File: src/rtl/id_pkg.sv
`default_nettype none
// +------------------------------------------------------------------+
// | id_pkg : shared IF/ID defaults, NOP encoding and entry type       |
// | Revision: 1.0                                                     |
// +------------------------------------------------------------------+
package id_pkg;

    localparam int PC_W_DEF   = 32;
    localparam int INST_W_DEF = 32;

    localparam logic [INST_W_DEF-1:0] NOP_INST = 32'b0;

    typedef struct packed {
        logic [PC_W_DEF-1:0]   pc;
        logic [INST_W_DEF-1:0] inst;
    } if_id_entry_t;

endpackage
`default_nettype wire

File: src/rtl/id_inst_queue.sv
`default_nettype none
// +------------------------------------------------------------------+
// | id_inst_queue : FWFT {pc, inst} queue between IF and ID with      |
// |                 branch flush and optional delay-slot retention    |
// | Revision: 1.0                                                     |
// +------------------------------------------------------------------+
module id_inst_queue
    import id_pkg::*;
#(
    parameter int DEPTH  = 4,
    parameter int PC_W   = PC_W_DEF,
    parameter int INST_W = INST_W_DEF
) (
    input  logic                       clk,
    input  logic                       rst,
    input  logic                       in_valid,
    input  logic [PC_W-1:0]            in_pc,
    input  logic [INST_W-1:0]          in_inst,
    output logic                       in_ready,
    output logic                       out_valid,
    output logic [PC_W-1:0]            out_pc,
    output logic [INST_W-1:0]          out_inst,
    input  logic                       out_ready,
    input  logic                       flush,
    input  logic                       flush_keep1,
    output logic [$clog2(DEPTH+1)-1:0] count
);

    localparam int AW = $clog2(DEPTH);
    localparam int CW = $clog2(DEPTH+1);

    typedef struct packed {
        logic [PC_W-1:0]   pc;
        logic [INST_W-1:0] inst;
    } entry_t;

    entry_t        mem [DEPTH];
    logic [AW-1:0] head;
    logic [AW-1:0] tail;
    logic [CW-1:0] occ;

    logic [AW-1:0] head_n;
    logic [AW-1:0] tail_n;
    logic [CW-1:0] occ_n;
    logic          push;
    logic          pop;

    assign in_ready  = (occ < CW'(DEPTH));
    assign out_valid = (occ != '0);
    assign push      = in_valid & in_ready;
    assign pop       = out_valid & out_ready;
    assign count     = occ;

    assign out_pc   = out_valid ? mem[head].pc   : '0;
    assign out_inst = out_valid ? mem[head].inst : INST_W'(NOP_INST);

    // On a keep-one flush the survivor stays where it already lives in the
    // array; only the pointers collapse around it.
    always_comb begin
        head_n = head;
        tail_n = tail;
        occ_n  = occ;
        if (flush) begin
            if (flush_keep1 && pop && (occ >= CW'(2))) begin
                head_n = head + AW'(1);
                tail_n = head + AW'(2);
                occ_n  = CW'(1);
            end else if (flush_keep1 && !pop && (occ != '0)) begin
                tail_n = head + AW'(1);
                occ_n  = CW'(1);
            end else if (flush_keep1 && push) begin
                head_n = tail;
                tail_n = tail + AW'(1);
                occ_n  = CW'(1);
            end else begin
                head_n = tail;
                occ_n  = '0;
            end
        end else begin
            if (push) tail_n = tail + AW'(1);
            if (pop)  head_n = head + AW'(1);
            case ({push, pop})
                2'b10:   occ_n = occ + CW'(1);
                2'b01:   occ_n = occ - CW'(1);
                default: occ_n = occ;
            endcase
        end
    end

    always_ff @(posedge clk) begin
        if (rst) begin
            head <= '0;
            tail <= '0;
            occ  <= '0;
        end else begin
            head <= head_n;
            tail <= tail_n;
            occ  <= occ_n;
        end
    end

    // Tail never aliases a live entry while push is allowed, so an
    // unconditional write on push cannot corrupt a flush survivor.
    always_ff @(posedge clk) begin
        if (push && !rst) begin
            mem[tail] <= '{pc: in_pc, inst: in_inst};
        end
    end

endmodule
`default_nettype wire

File: config.mk
export PLATFORM = sky130hd
export DESIGN_NAME = id_inst_queue
export DESIGN_NICKNAME = d
export VERILOG_FILES = /design/src/rtl/id_pkg.sv /design/src/rtl/id_inst_queue.sv
export SDC_FILE = /design/constraint.sdc
export NUM_CORES = 1
export LEC_CHECK = 0
export BUFFER_PORTS_ARGS = -buffer_cell sky130_fd_sc_hd__buf_2
export CORE_UTILIZATION = 23
export CTS_CLUSTER_DIAMETER = 30
export CTS_CLUSTER_SIZE = 30
export DETAILED_ROUTE_END_ITERATION = 6
export SETUP_SLACK_MARGIN = 0.2
export SKIP_LAST_GASP = 1
export SLEW_MARGIN = 10
export SYNTH_ARGS = -nofsm -noshare
export SYNTH_HDL_FRONTEND = slang
export SYNTH_SLANG_ARGS = --single-unit
File: constraint.sdc
create_clock -name clk -period 3.4 [get_ports clk]
set_input_delay 0.68 -clock clk [delete_from_list [all_inputs] [get_ports clk]]
set_output_delay 0.68 -clock clk [all_outputs]
set_load 0.05 [all_outputs]
==> flow_metrics.py <==
metrics = {
    "worst_setup_path": {
        "r2r.worst_path.cells": 6,
        "worstPathArrival_ns": 2.36,
        "crit_type": "flop to output port",
        "critPathLaunchType": "flop",
        "crit_path_end_kind": "output port",
        "path_max_fanout": 28,
        "cp.required_ns": 2.72,
    },
    "clocking": {
        "cts.clk_slew.worst_paths_ns": 0.05,
        "cts_setup_buffers": 0,
        "cts.repair.resized": 0,
        "cts_buffers": 61,
        "cts_tree": "done",
        "cts.sinks": 265,
        "h-tree-depth": 2,
        "hold_buffers": 0,
        "clock_tree.root_cell": "clkbuf_16",
        "cts_buffer_depth": 3,
        "clock_latency_ns": 0.58,
    },
    "routing": {
        "drc": 0,
        "ant_nets": 0,
        "routed_wl_microns": 22200,
        "drt-pass1-iter-count": 4,
        "wl_per_cell_microns": 16.7,
        "vias_per_cell": 4.06,
        "vias": 5391,
        "drt-initial-drc-count": 260,
    },
    "placed_design": {
        "place_ws_ns": 0.895,
        "io_buffers": 138,
        "place.gp.congestion": 0.726,
        "dp_hpwl_microns": 13200,
    },
    "timing": {
        "final-hold-violation-count": 0,
        "timing.final.ws_setup_ns": 0.356,
        "clock_skew_ns": 0.0155,
        "rsz0062_at_grt": "no",
        "layout_min_cycle_time_ns": 3.04,
        "tightest_slew_ns": 0.684,
        "relSlewSlack_pct": 54.4,
        "finalCritPeriodShare_pct": 89.5,
        "fin_setup_tns_ns": 0,
        "fmax_mhz": 328,
        "setup_viol": 0,
        "drv_slew": 0,
    },
    "pwr": {
        "peakVddDrop_mv": 0.469,
        "comb_power_share_pct": 8.6,
        "power.leakage_nw": 4.84,
        "internal_power_mw": 8.07,
        "p_sw_mw": 2.43,
        "clkPwrFrac_pct": 55.8,
        "seq_power_share_pct": 35.6,
        "p_sw_share_pct": 23.1,
        "power.density_nw_per_um2": 751,
    },
    "floorplan": {
        "fp-row-count": 77,
        "dieArea_sq_um": 45900,
        "io_pins": 139,
        "die_w_microns": 214,
        "core_region_area_sq_um": 44300,
        "fp.dieH_microns": 214,
        "initial_core_util_pct": 23.4,
    },
    "status": {
        "status": "completed",
    },
    "hold_path": {
        "hold_class": "input pin to flop",
        "hold_path_depth": 1,
    },
    "final_layout": {
        "syn_to_final_growth_pct": 34.8,
        "nets": 756,
        "finish.utilization_pct": 31.5,
        "layout-drive-gt1-share_pct": 44.7,
    },
    "synth": {
        "async_reset_ff_share_pct": 0,
        "ys_types": 44,
        "synth_nets": 574,
        "synth-seq-cells": 265,
        "yosys.area.top_type": "edfxtp_1",
        "syn-cell-area_sq_um": 10400,
        "netlist.area_leader.share_pct": 74.2,
        "ys_seq_area_share_pct": 75.9,
        "synth_edf_count": 256,
        "synth_cells": 499,
        "synth_flop_cell": "edfxtp_1",
        "synth_area_leaders": "edfxtp_1 (74%), mux4_2 (14%), and2_1 (4.2%)",
        "yosysWarnings": 0,
        "syn_area_per_cell_sq_um": 20.8,
    },
    "global_route": {
        "grt_max_degree": 70,
        "grt_pass1_vias": 5873,
        "grt_pass1_wl_microns": 34200,
        "antenna_found_initial": 6,
        "overflow": 0,
        "grt_use_total_pct": 9.77,
    },
    "job": {
        "maxCapViolations": 0,
    },
}
per-stage QoR:
| step | instances | cell area (sq um) | power [mW] | hold WS, ns |
|---|---|---|---|---|
| after CTS | 1324 | 14000 | 10.7 | 0.271 |
| after global placement | 1210 | 11800 | 4.70 | 0.559 |
| after detailed placement | 1210 | 11800 | 4.71 | 0.584 |
| after floorplan | 499 | 10400 | 4.44 | 0.530 |
| final | 1327 | 14000 | 10.5 | 0.319 |
| after global routing | 1324 | 14000 | 10.9 | 0.281 |
worst paths after layout:
| check | startpoint | endpoint | slack (ns) |
|---|---|---|---|
| hold reg to reg | tail[1]$_SDFFE_PP0P_ | tail[1]$_SDFFE_PP0P_ | 0.59 |
| setup / recovery | flop | out_pc[20] | 0.36 |
| hold / removal | in_inst[18] | mem[1][18]$_DFFE_PP_ | 0.32 |
| setup reg to reg | count[2]$_SDFFE_PP0P_ | count[2]$_SDFFE_PP0P_ | 1.37 |
synth_stat cells (3+ instances only):
| library cell | number |
|---|---|
| a311oi_1 | 4 |
| ha_1 | 4 |
| inv_1 | 5 |
| o21ai_0 | 6 |
| and2_1 | 69 |
| mux4_2 | 64 |
| nand3_1 | 5 |
| buf_2 | 8 |
| edfxtp_1 | 256 |
| clkbuf_1 | 17 |
| a31oi_1 | 3 |
| nand2_1 | 4 |
| nor2_1 | 6 |
| dfxtp_1 | 9 |
| a21oi_1 | 4 |
area by class of cell:
class	count	area, sq um
clock inverters	47	553
flip-flops and latches	265	7880
fillers	4354	30300
well taps	592	741
clock buffers	67	1570
multi-input cells	200	2350
inverters	5	18.8
diodes	3	7.51
repair buffers	148	853
kinds of logic after synthesis:
family | synth area share [%]
AO/OA/AOI/OAI | 2.10
XOR/XNOR | 0.169
adder cells (fa/ha/maj) | 0.676
buffers and inverters | 1.48
flip-flops | 75.9
multiplexers | 14.0
AND/OR/NAND/NOR | 5.67
power by group through the flow:
| stage | clock network (mW) | registers, mW | logic [mW] |
|---|---|---|---|
| after floorplan | 0 | 3.78 | 0.663 |
| after global placement | 0 | 3.79 | 0.911 |
| after detailed placement | 0 | 3.80 | 0.916 |
| after CTS | 6.01 | 3.74 | 0.920 |
| after global routing | 6.17 | 3.74 | 0.963 |
| final | 5.86 | 3.74 | 0.899 |
metal layers:
metal | part of all wire (%) | GRT usage, % | up-vias | wire (microns)
met5 | 0.27 | 0 | - | 59
met4 | 2.5 | 4.19 | 10 | 548
met3 | 7.7 | 3.93 | 58 | 1710
met2 | 47 | 15.3 | 148 | 10400
met1 | 43 | 11.8 | 2752 | 9450
li1 | - | - | 2423 | -
worst max-delay path, cell delays in order, from the launching register on:
cell and delay, ns:
dfxtp_4 0.50, buf_12 0.30, mux4_2 0.56, and2_1 0.19, buf_2 0.21
cell usage in the layout, fill, tap and decap left out, types with 3 or more instances in the layout:
master / instances
clkinv_2: 10
buf_4: 3
a311oi_1: 4
nand3_1: 5
buf_2: 138
nor2_1: 6
and2_1: 65
o21ai_0: 6
clkbuf_1: 5
a31oi_1: 3
nand2_1: 4
dfxtp_1: 7
bufinv_16: 10
ha_1: 4
clkinv_4: 11
clkbuf_16: 62
inv_1: 5
mux4_2: 64
and2_4: 4
a21oi_1: 4
clkinvlp_4: 9
buf_12: 7
diode_2: 3
clkinv_1: 6
edfxtp_1: 256
registers in the layout (all words and copies together) (netlist names), named ones only:
signal	flops
mem	256
tail	2
count	3
head	2
(Power assumes the default switching activity.)
